$ cat src/rtl/anim_pkg.sv
// Shared types and constants for the sprite/background/item animators.
// No logic of its own; imported by the tick divider and the sequencer.
// No flow control.
package anim_pkg;

  // Sequencer playback states.
  typedef enum logic [1:0] {
    PLAY   = 2'd0,
    PAUSED = 2'd1,
    DONE   = 2'd2
  } anim_state_e;

  // Well-known animation set numbers for the character sprites.
  localparam int unsigned MODE_STATIC = 0;
  localparam int unsigned MODE_RWALK  = 1;
  localparam int unsigned MODE_LWALK  = 2;
  localparam int unsigned MODE_JUMP   = 3;

  // Base tick period in clk cycles.
  localparam int unsigned DEFAULT_TICK_DIV = 6000000;

  // Bit width able to index n items; never below 1 so ports stay legal.
  function automatic int idx_w(input int n);
    return (n > 1) ? $clog2(n) : 1;
  endfunction

endpackage

$ cat src/rtl/anim_tick_div.sv
// Free-running divider: one-cycle tick_o every DIV clk cycles.
// tick_o is combinational from the count register (asserted while count==DIV-1).
// No flow control; never stalls.
module anim_tick_div
  import anim_pkg::*;
#(
  parameter int unsigned DIV = DEFAULT_TICK_DIV
) (
  input  logic clk,
  input  logic rst,
  output logic tick_o
);

  localparam int CW = idx_w(DIV);

  logic [CW-1:0] cnt_q;
  logic [CW-1:0] cnt_d;

  assign tick_o = (cnt_q == CW'(DIV - 1));

  // Next count: wrap to zero on the terminal value.
  always_comb begin
    cnt_d = cnt_q + CW'(1);
    if (tick_o) begin
      cnt_d = '0;
    end
  end

  // Count register.
  always_ff @(posedge clk) begin
    if (rst) begin
      cnt_q <= '0;
    end else begin
      cnt_q <= cnt_d;
    end
  end

endmodule

$ cat src/rtl/sprite_anim_seq.sv
// Sprite animation sequencer: steps frames per mode, selects the frame ROM pixel.
// frame/rom_sel update on the decision edge; vga_pix follows rom_sel by two cycles.
// No flow control; pause freezes progression, the tick divider keeps running.
module sprite_anim_seq
  import anim_pkg::*;
#(
  parameter int unsigned       PIX_W        = 12,
  parameter int unsigned       FRAMES       = 4,
  parameter int unsigned       MODES        = 4,
  parameter int unsigned       TICK_DIV     = DEFAULT_TICK_DIV,
  parameter int unsigned       HOLD_TICKS   = 1,
  parameter logic [MODES-1:0]  ONESHOT_MASK = 4'b1000,
  // Mode input width; may be widened by an integrator, out-of-range requests are ignored.
  parameter int unsigned       MODE_W       = idx_w(MODES)
) (
  input  logic                            clk,
  input  logic                            rst,
  input  logic [MODE_W-1:0]               mode_i,
  input  logic                            restart_i,
  input  logic                            pause_i,
  input  logic [MODES*FRAMES*PIX_W-1:0]   rom_pix_bus_i,
  output logic [idx_w(MODES*FRAMES)-1:0]  rom_sel_o,
  output logic [idx_w(FRAMES)-1:0]        frame_o,
  output logic [PIX_W-1:0]                vga_pix_o,
  output logic                            wrap_o,
  output logic                            done_o
);

  localparam int CM_W  = idx_w(MODES);
  localparam int FR_W  = idx_w(FRAMES);
  localparam int HD_W  = idx_w(HOLD_TICKS);
  localparam int SEL_W = idx_w(MODES * FRAMES);

  logic                tick;
  anim_state_e         state_q,    state_d;
  logic [CM_W-1:0]     cur_mode_q, cur_mode_d;
  logic [FR_W-1:0]     frame_q,    frame_d;
  logic [HD_W-1:0]     hold_q,     hold_d;
  logic                done_q,     done_d;
  logic                wrap_q,     wrap_d;
  logic [SEL_W-1:0]    rom_sel_q,  rom_sel_d;
  // rom_sel as seen by the block ROMs one cycle ago, i.e. aligned to their data.
  logic [SEL_W-1:0]    sel_d1_q;
  logic [PIX_W-1:0]    vga_pix_q;

  logic                mode_chg;
  logic                oneshot;
  logic                last_frame;
  logic                hold_last;

  anim_tick_div #(
    .DIV (TICK_DIV)
  ) u_tick_div (
    .clk    (clk),
    .rst    (rst),
    .tick_o (tick)
  );

  assign mode_chg   = (int'(mode_i) < int'(MODES)) && (int'(mode_i) != int'(cur_mode_q));
  assign oneshot    = ONESHOT_MASK[cur_mode_q];
  assign last_frame = (int'(frame_q) == int'(FRAMES) - 1);
  assign hold_last  = (int'(hold_q) == int'(HOLD_TICKS) - 1);

  // Next state: mode change beats restart, restart beats frame advance.
  always_comb begin
    state_d    = state_q;
    cur_mode_d = cur_mode_q;
    frame_d    = frame_q;
    hold_d     = hold_q;
    done_d     = done_q;
    wrap_d     = 1'b0;

    if (mode_chg) begin
      cur_mode_d = CM_W'(mode_i);
      frame_d    = '0;
      hold_d     = '0;
      done_d     = 1'b0;
      state_d    = pause_i ? PAUSED : PLAY;
    end else if (restart_i) begin
      frame_d    = '0;
      hold_d     = '0;
      done_d     = 1'b0;
      state_d    = pause_i ? PAUSED : PLAY;
    end else begin
      case (state_q)
        PLAY: begin
          if (pause_i) begin
            state_d = PAUSED;
          end else if (tick) begin
            if (hold_last) begin
              hold_d = '0;
              if (last_frame) begin
                // One-shot modes never sit here in PLAY; guard keeps them parked anyway.
                if (!oneshot) begin
                  frame_d = '0;
                  wrap_d  = 1'b1;
                end
              end else begin
                frame_d = frame_q + FR_W'(1);
                if (oneshot && (int'(frame_q) == int'(FRAMES) - 2)) begin
                  state_d = DONE;
                  done_d  = 1'b1;
                end
              end
            end else begin
              hold_d = hold_q + HD_W'(1);
            end
          end
        end
        PAUSED: begin
          if (!pause_i) begin
            state_d = PLAY;
          end
        end
        DONE: begin
          // Only a mode change or restart (handled above) leaves DONE.
        end
        default: begin
          state_d = PLAY;
        end
      endcase
    end

    rom_sel_d = SEL_W'(int'(cur_mode_d) * int'(FRAMES) + int'(frame_d));
  end

  // Sequencer registers and the two-stage pixel path.
  always_ff @(posedge clk) begin
    if (rst) begin
      state_q    <= PLAY;
      cur_mode_q <= '0;
      frame_q    <= '0;
      hold_q     <= '0;
      done_q     <= 1'b0;
      wrap_q     <= 1'b0;
      rom_sel_q  <= '0;
      sel_d1_q   <= '0;
      vga_pix_q  <= '0;
    end else begin
      state_q    <= state_d;
      cur_mode_q <= cur_mode_d;
      frame_q    <= frame_d;
      hold_q     <= hold_d;
      done_q     <= done_d;
      wrap_q     <= wrap_d;
      rom_sel_q  <= rom_sel_d;
      sel_d1_q   <= rom_sel_q;
      vga_pix_q  <= rom_pix_bus_i[int'(sel_d1_q)*int'(PIX_W) +: PIX_W];
    end
  end

  assign rom_sel_o = rom_sel_q;
  assign frame_o   = frame_q;
  assign vga_pix_o = vga_pix_q;
  assign wrap_o    = wrap_q;
  assign done_o    = done_q;

endmodule
$ cat config.mk
export PLATFORM = sky130hd
export DESIGN_NAME = sprite_anim_seq
export DESIGN_NICKNAME = d
export VERILOG_FILES = /design/src/rtl/anim_pkg.sv /design/src/rtl/anim_tick_div.sv /design/src/rtl/sprite_anim_seq.sv
export SDC_FILE = /design/constraint.sdc
export NUM_CORES = 1
export LEC_CHECK = 0
export BUFFER_PORTS_ARGS = -buffer_cell sky130_fd_sc_hd__clkbuf_2
export CORE_ASPECT_RATIO = 1.4
export CORE_MARGIN = 5
export CORE_UTILIZATION = 39
export DETAILED_ROUTE_END_ITERATION = 10
export PLACE_DENSITY = 0.77
export SLEW_MARGIN = 20
export SYNTH_ARGS = -nofsm -noshare
export SYNTH_HDL_FRONTEND = slang
export SYNTH_SLANG_ARGS = --single-unit
$ cat constraint.sdc
create_clock -name clk -period 2.1 [get_ports clk]
set_input_delay 0 -clock clk [delete_from_list [all_inputs] [get_ports clk]]
set_output_delay 0 -clock clk [all_outputs]
set_load 0.02 [all_outputs]
-- Word-level counts from Yosys, hierarchy flattened
Index checks and enable logic that the tools add are counted.
- mux-type cells: 23
- shift operators: 1
- reductions and logical operators: 8
- eq/ne operators: 12
- multiply operators: 1
- magnitude comparators: 1
- bitwise operators: 5
- add/sub/neg operators: 4
- operators by type and width (cell ; number):
    192-bit by 9-bit indexed part select with 12-bit output ; 1
    2-bit 2-to-1 mux ; 17
    23-bit by 1-bit adder with 23-bit output, second input constant ; 1
    23-bit equality test, second input constant ; 1
    5-bit inequality test, second input constant ; 4
    6-bit AND reduction ; 2
    8-bit OR reduction ; 1
    4-bit by 2-bit multiplier with 6-bit output, second input constant ; 1
    2-bit one-hot mux with 3 select lines ; 1
    1-bit NOT ; 5
    4-bit by 2-bit adder with 4-bit output ; 1
    2-bit by 1-bit equality test with 1-bit output, second input constant ; 2
    2-bit equality test, second input constant ; 2
    1-bit 2-to-1 mux ; 4
    4-bit inequality test, second input constant ; 1
    2-bit by 3-bit less-than comparator with 1-bit output, second input constant ; 1
    3-bit inequality test, second input constant ; 1
    3-bit AND reduction ; 1
    3-bit OR reduction ; 1
    2-bit by 1-bit adder with 2-bit output, second input constant ; 1
    1-bit binary-select mux with 2-bit select ; 1
    2-bit zero test ; 1
    2-bit inequality test ; 1
    2-bit OR reduction ; 1
    2 further kinds ; 2
- register bits after elaboration: 52
- input port bits: 198
- word-level logic and storage cells: 65
- output and inout port bits: 20

-- Logic depth before layout (Yosys ltp)
Gate-level depths: netlist of the first run.
- word-level depth: 11
- mapped depth: 7

-- By module
Synthesis of the first run repeated with hierarchy kept, for this count alone.
- cells, all modules: 373
- area, all modules: 3507.1 um^2
- modules (own cells, without submodules) (module ; area an instance (um^2) ; instances ; cells an instance):
    sprite_anim_seq ; 2384.8 ; 1 ; 251
    anim_tick_div ; 1122.3 ; 1 ; 122

-- Worst setup path before layout of the first run
OpenSTA, ideal clock, no wires.
- path type: flip-flop to flip-flop
- start: register sel_d1_q[0]
- end: register vga_pix_q[10], in the netlist vga_pix_o[10]
- stages on the path, launching flop included: 6
- setup time: 122 ps
- required time: 1978 ps
- arrival: 1844 ps
- buffers on the path: 3
- period minus slack after synthesis: 1965 ps
- setup slack: 135 ps
- path through: dfxtp_1 > clkbuf_1 > buf_2 > buf_2 > mux4_2 > a221o_1
- cells in the longest elaborated chain, start to end: 2
- RTL lines (element ; RTL line ; source):
    start, declared ; sprite_anim_seq.sv:43 ; logic [SEL_W-1:0] sel_d1_q;
    start signal, assigned ; sprite_anim_seq.sv:147 ; sel_d1_q <= rom_sel_q;
    4-bit by 2-bit multiplier with 6-bit output ; sprite_anim_seq.sv:148 ; vga_pix_q <= rom_pix_bus_i[int'(sel_d1_q)*int'(PIX_W) +: PIX_W];
    192-bit by 9-bit indexed part select with 12-bit output ; sprite_anim_seq.sv:148 ;
    end signal, assigned ; sprite_anim_seq.sv:148 ;
    end, declared ; sprite_anim_seq.sv:44 ; logic [PIX_W-1:0] vga_pix_q;
Every way passes these cells.
A chain may end at the register's enable or synchronous reset.

-- Worst setup path after layout of the first run
- start: register u_tick_div.cnt_q[0]
- end: register state_q[1]
- cells in the longest elaborated chain, start to end: 3
- RTL lines (element ; RTL line ; source):
    start, declared ; anim_tick_div.sv:16 ; logic [CW-1:0] cnt_q;
    start signal, assigned ; anim_tick_div.sv:34 ; cnt_q <= cnt_d;
    23-bit equality test ; anim_tick_div.sv:19 ; assign tick_o = (cnt_q == CW'(DIV - 1));
    5-bit inequality test (no line) ; -- ;
    6-bit AND reduction (no line) ; -- ;
    end signal, assigned ; sprite_anim_seq.sv:140 ; state_q <= state_d;
    end, declared ; sprite_anim_seq.sv:35 ; anim_state_e state_q, state_d;
Every way passes these cells.

==> out/qor.yml, run 1 <==
ir_worst_vdd_uv: 336.4
remaining_drc_errors: 0
cts_buffer_depth: 2
avgViaCountPerCell: 5.717
crit_path_max_fanout: 8
grt_pass1_wl_um: 19270
synth_top_family_by_area: "multiplexers"
grt_pass1_vias: 3959
synth_area_um2: 3447
whs_path_depth: 3
synthSimpleGateAreaFrac: 0.2011
endpoint_kind: "flop"
start_util: 0.4004
powerDensity_nw_per_um2: 461.8
synth_top_flop_cell: "dfxtp_1"
synth_fa_ha_area_frac: 0.01089
tightest_slew_ps: 600.9
dr.pass1.iters: 4
cts_made_buffers: 5
hold_violations: 0
vias: 3802
start_kind: "flop"
drtIter0Drc: 198
hp-class: "input pin to flop"
dp_hpwl_um: 10770
yosysWarnings: 0
htreeDepth: 2
cp_data_required_time_ps: 2300
synth_top_area_share: 0.2730
core_um2: 8608
rsz0062_at_grt: "no"
synthesis.nets: 544
cts_tree: "yes"
root_buffer: "clkbuf_16"
place_congestion: 0.8864
relSlewSlack: 0.5979
cts_sinks: 47
r2r-start: "u_tick_div.cnt_q[0]"
total_power_mw: 2.269
period_needed_ps: 1943
synth-seq-cells: 47
muxShareOfSynthArea: 0.3093
finalCritPeriodShare: 0.9251
min_to: "done_o"
syn_area_per_cell_um2: 10.05
skew_ps: 2.901
final_cell_mix: "217 x clkbuf_2, 45 x dfxtp_1, 32 x mux4_2"
num_io_pins: 218
r2r_cells: 5
power_leakage_nw: 2.059
async_flop_share: 0
post_synth_main_area_contributors: "dfxtp_1 27%, mux4_2 21%, mux2i_1 8.7%, a32o_1 2.9%, and4_1 2.8%"
wl_per_cell_um: 19.26
synth_compound_area_frac: 0.1216
finalSetupTns_ps: 0
fmax_mhz: 514.7
fp.dieH_um: 121.2
nNetsFinal: 760
yosysUniqueCellTypes: 42
synth_xor_area_frac: 0.04065
die_w_um: 89.46
yosysTopAreaCell: "dfxtp_1"
grt_usage: 0.2272
grt_max_degree: 36
cap_violations: 0
hp-start: "restart_i"
num_antenna_cells: 0
clkTransAtPathRegs_ps: 70
layout_commonest_cell: "clkbuf_2"
row_count: 40
antenna_found_initial: 2
slew_violations: 0
area_growth_pct: 42.54
status: "finished, final reports clean"
dieArea_um2: 10850
portBuffers: 217
cts-resized-gates: 0
ant_nets: 0
setup_viol: 0
gr-total-overflow: 0
clock_latency_ps: 290
syn_inst: 343
rrSetupSlack_ps: 160
ys_seq_area_frac: 0.2730
drt-total-wl_um: 12810
drive_gt1_frac: 0.5071
synth_edf_count: 0
worstSetupPathType: "flop to flop"
crit_arrival_ps: 2150
worstReg2RegEnd: "state_q[1]"
-- critical path, cell delays in order (launching register included) --
cell and delay, ps:
dfxtp_1 390, ha_1 220, and4_1 220, nand4_1 260, or4_1 540, a211oi_1 230
-- sequential cells by signal, indices dropped and copies added, names as in the netlist --
| name | cells |
|---|---|
| frame_o | 1 |
| cur_mode_q | 2 |
| state_q | 2 |
| sel_d1_q | 4 |
| rom_sel_o | 1 |
| u_tick_div.cnt_q | 23 |
| vga_pix_o | 12 |
| done_o | 1 |
| wrap_o | 1 |
-- logic make-up (layout without fill, tap and decap cells) --
| family | count (synthesis) | in the layout |
|---|---|---|
| xor gates and xnor gates | 16 | 16 |
| muxes | 66 | 66 |
| buffers and inverters | 34 | 251 |
| AOI/OAI and AO/OA | 54 | 54 |
| and+or+nand+nor | 123 | 123 |
| DFF | 47 | 47 |
| adders and majority gates | 3 | 3 |
-- power by group --
part           internal (mW)  leakage (nW)  total [mW]  switching (mW)
Sequential             0.919         0.385       0.938          0.0187
Combinational          0.251          1.59       0.433           0.182
Clock                  0.551        0.0857       0.898           0.348
Total                   1.72          2.06        2.27           0.548
-- timing repair --
action                                 4_1_cts  5_1_grt
hold buffers                                 3        0
buffers inserted                             0        0
setup endpoints to repair                    0        0
endpoints found under the hold margin        3        0
-- stage by stage --
| step | setup slack [ps] | hold slack, ps | cell area [um2] | utilization | cells |
|---|---|---|---|---|---|
| floorplan | 134.8 | 128.2 | 3447 | - | 343 |
| global placement | 219.1 | 247.0 | 4711 | 0.5472 | 654 |
| detailed placement | 145.9 | 255.0 | 4711 | 0.5472 | 654 |
| CTS | 157.5 | 12.04 | 4913 | 0.5708 | 665 |
| global route | 0.2085 | 26.40 | 4913 | 0.5708 | 665 |
| finish | 157.2 | 15.48 | 4913 | 0.5708 | 665 |
-- area by class of cell --
class / count / area (um2)
multi-input cells: 262 / 2356
well taps: 105 / 131.4
inverters: 5 / 18.77
clock inverters: 1 / 8.758
repair buffers: 238 / 1289
fillers: 760 / 3695
clock buffers: 7 / 163.9
flip-flops and latches: 47 / 945.9
-- worst max path at each step --
stage | cells after the start | endpoint | startpoint | slack [ps]
global placement | 5 | state_q[1] | u_tick_div.cnt_q[0] | 220
global route | 5 | state_q[1] | u_tick_div.cnt_q[0] | 0.2
finish | 5 | state_q[1] | u_tick_div.cnt_q[0] | 160
detailed placement | 5 | state_q[1] | u_tick_div.cnt_q[0] | 150
CTS | 5 | state_q[1] | u_tick_div.cnt_q[0] | 160
floorplan | 5 | vga_pix_o[10] | sel_d1_q[0] | 130
-- Yosys cell counts, types with 8 or more instances --
cell and number:
dfxtp_1 47, nand3_1 18, a221o_1 8, nor2_1 23
a32o_1 10, a21oi_1 11, xor2_1 9, clkbuf_1 10
mux4_2 32, nand2_1 21, nor2b_1 9, buf_2 9
and4_1 11, mux2i_1 30, or4_1 8
-- per-layer routing --
| layer | share of wire | vias to the layer above | track usage |
|---|---|---|---|
| met2 | 0.51 | 179 | 0.4096 |
| met4 | 0.033 | 4 | 0.08380 |
| met5 | 0.0031 | - | 0 |
| met3 | 0.10 | 36 | 0.06182 |
| met1 | 0.35 | 1799 | 0.2460 |
| li1 | - | 1784 | - |
Note: power is estimated with default switching activity, not from simulation.
==> run 2: changes to the inputs <==
--- a/config.mk
+++ b/config.mk
@@ -8,9 +8,9 @@
 export BUFFER_PORTS_ARGS = -buffer_cell sky130_fd_sc_hd__clkbuf_2
 export CORE_ASPECT_RATIO = 1.4
 export CORE_MARGIN = 5
-export CORE_UTILIZATION = 39
+export CORE_UTILIZATION = 45
 export DETAILED_ROUTE_END_ITERATION = 10
-export PLACE_DENSITY = 0.77
+export PLACE_DENSITY = 0.84
 export SLEW_MARGIN = 20
 export SYNTH_ARGS = -nofsm -noshare
 export SYNTH_HDL_FRONTEND = slang
==> constraint.sdc (replaced) <==
create_clock -name clk -period 2.4 [get_ports clk]
set_input_delay 0 -clock clk [delete_from_list [all_inputs] [get_ports clk]]
set_output_delay 0 -clock clk [all_outputs]
set_load 0.02 [all_outputs]
==> out/qor.yml, run 2 (synthesized netlist as in run 1, its figures left out) <==
ctsHoldBuffers: 4
final_cell_mix: "217 x clkbuf_2, 45 x dfxtp_1, 32 x mux4_2"
num_io_pins: 218
finalWorstSetupSlack_ps: 317.8
powerDensity_nw_per_um2: 392.8
cts_buffer_depth: 2
grt_pass1_vias: 3970
cap_violations: 0
drtIter0Drc: 193
endpoint_kind: "flop"
place_ws_ps: 411.1
wl_per_cell_um: 19.51
cts_sinks: 47
crit_arrival_ps: 2320
regMostFlops: "u_tick_div.cnt_q"
dp_hpwl_um: 10620
htreeDepth: 2
gr-total-overflow: 0
area_growth_pct: 40.18
antenna_found_initial: 0
largest_reg_flops: 23
start_kind: "flop"
fmax_mhz: 480.3
post-cts-setup-buffer-count: 0
status: "finished, final reports clean"
seq_area_um2: 945.9
grt_pass1_wl_um: 20270
core_um2: 7407
hp-class: "input pin to flop"
hp-start: "rom_pix_bus_i[7]"
layout_commonest_cell: "clkbuf_2"
finalSetupTns_ps: 0
grt_max_degree: 26
vias: 3800
place_congestion: 1.018
cts-resized-gates: 0
cp_data_required_time_ps: 2630
ir_worst_vdd_uv: 322.0
start_util: 0.4654
startpoint: "u_tick_div.cnt_q[10]"
slew_violations: 0
row_count: 37
die_w_um: 83.97
fillerInstances: 621
nNetsFinal: 755
period_needed_ps: 2082
portBuffers: 217
dieArea_um2: 9535
rrSetupSlack_ps: 320
power_leakage_nw: 2.012
r2r-start: "u_tick_div.cnt_q[10]"
setup_viol: 0
tightest_slew_ps: 680.8
fp.dieH_um: 113.6
cts_made_buffers: 5
avgViaCountPerCell: 5.828
drive_gt1_frac: 0.5009
dr.pass1.iters: 5
root_buffer: "clkbuf_8"
grt_usage: 0.2640
multiInputGateArea_um2: 2356
finalCritPeriodShare: 0.8676
hold_violations: 0
worstSetupPathType: "flop to flop"
ant_nets: 0
remaining_drc_errors: 0
drt-total-wl_um: 12720
clock_latency_ps: 300
relSlewSlack: 0.5452
rsz0062_at_grt: "no"
crit_path_max_fanout: 6
cts_tree: "yes"
skew_ps: 3.782
num_antenna_cells: 0
clkTransAtPathRegs_ps: 90
==> run 2: cell count changes in the layout (fill, tap and decap cells not counted) <==
cell / before / now
inv_6: 1 / 0
clkinvlp_4: 0 / 1
bufinv_16: 0 / 2
clkbuf_8: 1 / 5
buf_4: 15 / 9
dlygate4sd3_1: 3 / 4
clkbuf_16: 6 / 0
==> run 2: per-stage QoR <==
step / power, mW / hold WS (ps) / instances / utilization / cell area, um2
3_5_place_dp: 1.213 / 255.6 / 640 / 0.6285 / 4656
3_3_place_gp: 1.201 / 248.1 / 640 / 0.6285 / 4656
6_report: 1.898 / 78.87 / 652 / 0.6524 / 4832
2_1_floorplan: 0.9935 / 128.2 / 343 / - / 3447
4_1_cts: 1.917 / 60.71 / 652 / 0.6524 / 4832
5_1_grt: 1.984 / 69.76 / 652 / 0.6524 / 4832
==> run 2: worst max-delay path, stage by stage (launching register included) <==
cell	delay, ps
dfxtp_1	430
nor4b_1	580
nand4_1	340
or4_1	540
a21oi_1	130
==> run 2: area by class of cell <==
cell class                      count  share of cell area
Tap cell                           97             0.02512
Clock buffer                        5             0.01424
Sequential cell                    47              0.1958
Multi-Input combinational cell    262              0.4876
Inverter                            5            0.003884
Clock inverter                      3             0.01398
Timing Repair Buffer              233              0.2595
==> run 2: report_power, final <==
part	internal, mW	switching (mW)	total [mW]
registers	0.803	0.0166	0.820
clock network	0.415	0.279	0.695
logic	0.221	0.162	0.383
total	1.44	0.458	1.90
==> run 2: worst paths after layout <==
check                 end  depth (start not counted)
max          rom_sel_o[1]                          4
min          vga_pix_o[7]                          4
min reg2reg    state_q[1]                          1
max reg2reg  rom_sel_o[1]                          4
==> run 2: per-layer routing <==
metal | vias to the layer above | wire length, um | global-route usage
met1 | 1773 | 4585 | 0.3044
met5 | - | 0 | 0
li1 | 1778 | - | -
met4 | 0 | 527 | 0.1159
met3 | 38 | 1207 | 0.07153
met2 | 211 | 6399 | 0.4578
==> run 3: changes to the inputs <==
--- a/config.mk
+++ b/config.mk
@@ -5,12 +5,14 @@
 export SDC_FILE = /design/constraint.sdc
 export NUM_CORES = 1
 export LEC_CHECK = 0
+export ABC_AREA = 1
 export BUFFER_PORTS_ARGS = -buffer_cell sky130_fd_sc_hd__clkbuf_2
 export CORE_ASPECT_RATIO = 1.4
 export CORE_MARGIN = 5
 export CORE_UTILIZATION = 45
 export DETAILED_ROUTE_END_ITERATION = 10
-export PLACE_DENSITY = 0.84
+export GPL_ROUTABILITY_DRIVEN = 0
+export PLACE_DENSITY = 0.81
 export SLEW_MARGIN = 20
 export SYNTH_ARGS = -nofsm -noshare
 export SYNTH_HDL_FRONTEND = slang
==> constraint.sdc (replaced) <==
create_clock -name clk -period 2 [get_ports clk]
set_input_delay 0 -clock clk [delete_from_list [all_inputs] [get_ports clk]]
set_output_delay 0 -clock clk [all_outputs]
set_load 0.02 [all_outputs]
==> out/qor.yml, run 3 <==
synth-seq-cells: 47
area_growth_pct: 31.73
yosysTopAreaCell: "dfxtp_1"
htreeDepth: 2
met3_usage: 0.04348
start_util: 0.4631
num_io_pins: 218
relSlewSlack: 0.7038
cts_tree: "yes"
synthesis.nets: 871
largest_reg_flops: 23
layout_commonest_cell: "clkbuf_2"
rsz0062_at_grt: "no"
ys_seq_area_frac: 0.2360
synth_edf_count: 0
rrSetupSlack_ps: 300
busiest_layer: "met2"
async_flop_share: 0
portBuffers: 217
clkTransAtPathRegs_ps: 70
drt-total-wl_um: 15310
skew_ps: 6.811
start_kind: "flop"
synth_most_common_cell: "nor2_1"
crit_family: "simple AND/OR/NAND/NOR gates"
whs_path_depth: 5
ir_worst_vdd_uv: 390.2
syn_inst: 670
regMostFlops: "u_tick_div.cnt_q"
cts-resized-gates: 0
cpMostUsedCell: "nand2_2"
cts_buffer_depth: 2
yosysWarnings: 0
synth_area_um2: 3986
min_to: "vga_pix_o[7]"
nNetsFinal: 1066
core_um2: 8608
row_count: 40
ys_top_cells_by_count: "192 x nor2_1, 94 x o21ai_0, 67 x nand2_1, 48 x nand3_1, 47 x dfxtp_1"
grt_pass1_wl_um: 23160
drtIter0Drc: 325
slowest_delay_ps: 350
period_needed_ps: 1704
remaining_drc_errors: 0
hp-start: "rom_pix_bus_i[187]"
synth_top_flop_cell: "dfxtp_1"
powerDensity_nw_per_um2: 430.2
use_met2: 0.4872
worstSetupPathType: "flop to flop"
cp_data_required_time_ps: 2160
fmax_mhz: 586.9
dp.cells: 960
crit_arrival_ps: 1860
finalSetupTns_ps: 0
grt_pass1_vias: 4772
hp-class: "input pin to flop"
fp.dieH_um: 121.4
power_leakage_nw: 2.413
ctsHoldBuffers: 3
synth_top_area_share: 0.2360
wl_per_cell_um: 15.77
die_w_um: 89.55
vias: 5117
crit_chain: "ha_1 > nand3_4 > inv_2 > nand2_2 > nor2_4 > nand2_2 > nand2_4 > nor3_1"
multiInputGateArea_um2: 2597
cap_violations: 0
cts_sinks: 47
gr-total-overflow: 0
cts_made_buffers: 5
dr.pass1.iters: 5
clock_latency_ps: 290
antenna_found_initial: 0
avgViaCountPerCell: 5.270
finalCritPeriodShare: 0.8520
endpoint_kind: "flop"
r2r-start: "u_tick_div.cnt_q[1]"
dieArea_um2: 10870
seq_area_um2: 945.9
cp.depth: 8
fin_cells: 971
tightest_slew_ps: 444.3
hold_violations: 0
final_cell_mix: "217 x clkbuf_2, 192 x nor2_1, 94 x o21ai_0"
post-cts-setup-buffer-count: 0
setup_viol: 0
slew_violations: 0
root_buffer: "clkbuf_16"
grt_max_degree: 101
drive_gt1_frac: 0.3187
crit_path_max_fanout: 22
yosysUniqueCellTypes: 37
post_synth_main_area_contributors: "dfxtp_1 24%, nor2_1 18%, o21ai_0 12%, nand2_1 6.3%, nand3_1 6.0%"
cp_slowest_cell: "dfxtp_1"
worstReg2RegEnd: "u_tick_div.cnt_q[14]"
grt_usage: 0.2708
syn_area_per_cell_um2: 5.950
num_antenna_cells: 0
dp_hpwl_um: 12410
fillerInstances: 848
grt_use_met1: 0.3151
ant_nets: 0
r2r_cells: 8
status: "finished, final reports clean"
cp_num_buf_inv: 1
run 3: layer usage:
metal / part of all wire / up-vias
met5: 0 / -
met4: 0.034 / 0
met3: 0.086 / 40
met2: 0.49 / 241
met1: 0.39 / 2245
li1: - / 2591
run 3: kinds of logic (layout without fill, tap and decap cells):
kind of cell / count (synthesis) / count (layout) / share of synthesized area
xor+xnor: 7 / 7 / 0.01538
buf+inv: 92 / 288 / 0.1124
compound gates: 168 / 168 / 0.2382
fa+ha+maj: 3 / 3 / 0.009417
simple gates: 353 / 353 / 0.3886
flops: 47 / 47 / 0.2360
run 3: worst max path at each step:
stage,startpoint,to,slack (ps)
final,u_tick_div.cnt_q[1],u_tick_div.cnt_q[14],300
after CTS,u_tick_div.cnt_q[1],u_tick_div.cnt_q[14],300
after floorplan,u_tick_div.cnt_q[0],u_tick_div.cnt_q[15],450
after global placement,u_tick_div.cnt_q[1],u_tick_div.cnt_q[14],380
after global routing,u_tick_div.cnt_q[1],u_tick_div.cnt_q[14],190
after detailed placement,u_tick_div.cnt_q[1],u_tick_div.cnt_q[14],310
run 3: report_power, final:
part | switching [mW] | internal, mW
Combinational | 0.229 | 0.230
Clock | 0.356 | 0.461
Sequential | 0.0197 | 0.963
Total | 0.604 | 1.66
run 3: layout make-up:
type	count	share of cell area
clock inverters	3	0.003574
clock buffers	5	0.02383
inverters	49	0.03502
flip-flops and latches	47	0.1801
multi-input cells	531	0.4946
repair buffers	231	0.2378
well taps	105	0.02502
run 3: worst min-delay path, delay by kind of cell:
| kind | cells | cell delay [ps] |
|---|---|---|
| compound gates | 2 | 140 |
| buf+inv | 1 | 100 |
| simple gates | 2 | 170 |
run 3: metrics by stage:
step	power, mW	util	hold WS (ps)	instance area (um2)	worst slack, ps
final	2.259	0.6100	162.6	5251	296.1
after detailed placement	1.458	0.5898	222.5	5077	308.9
after CTS	2.277	0.6100	155.6	5251	298.2
after global placement	1.456	0.5898	222.9	5077	378.7
after floorplan	1.197	-	107.0	3986	453.9
after global routing	2.372	0.6100	195.3	5251	187.0
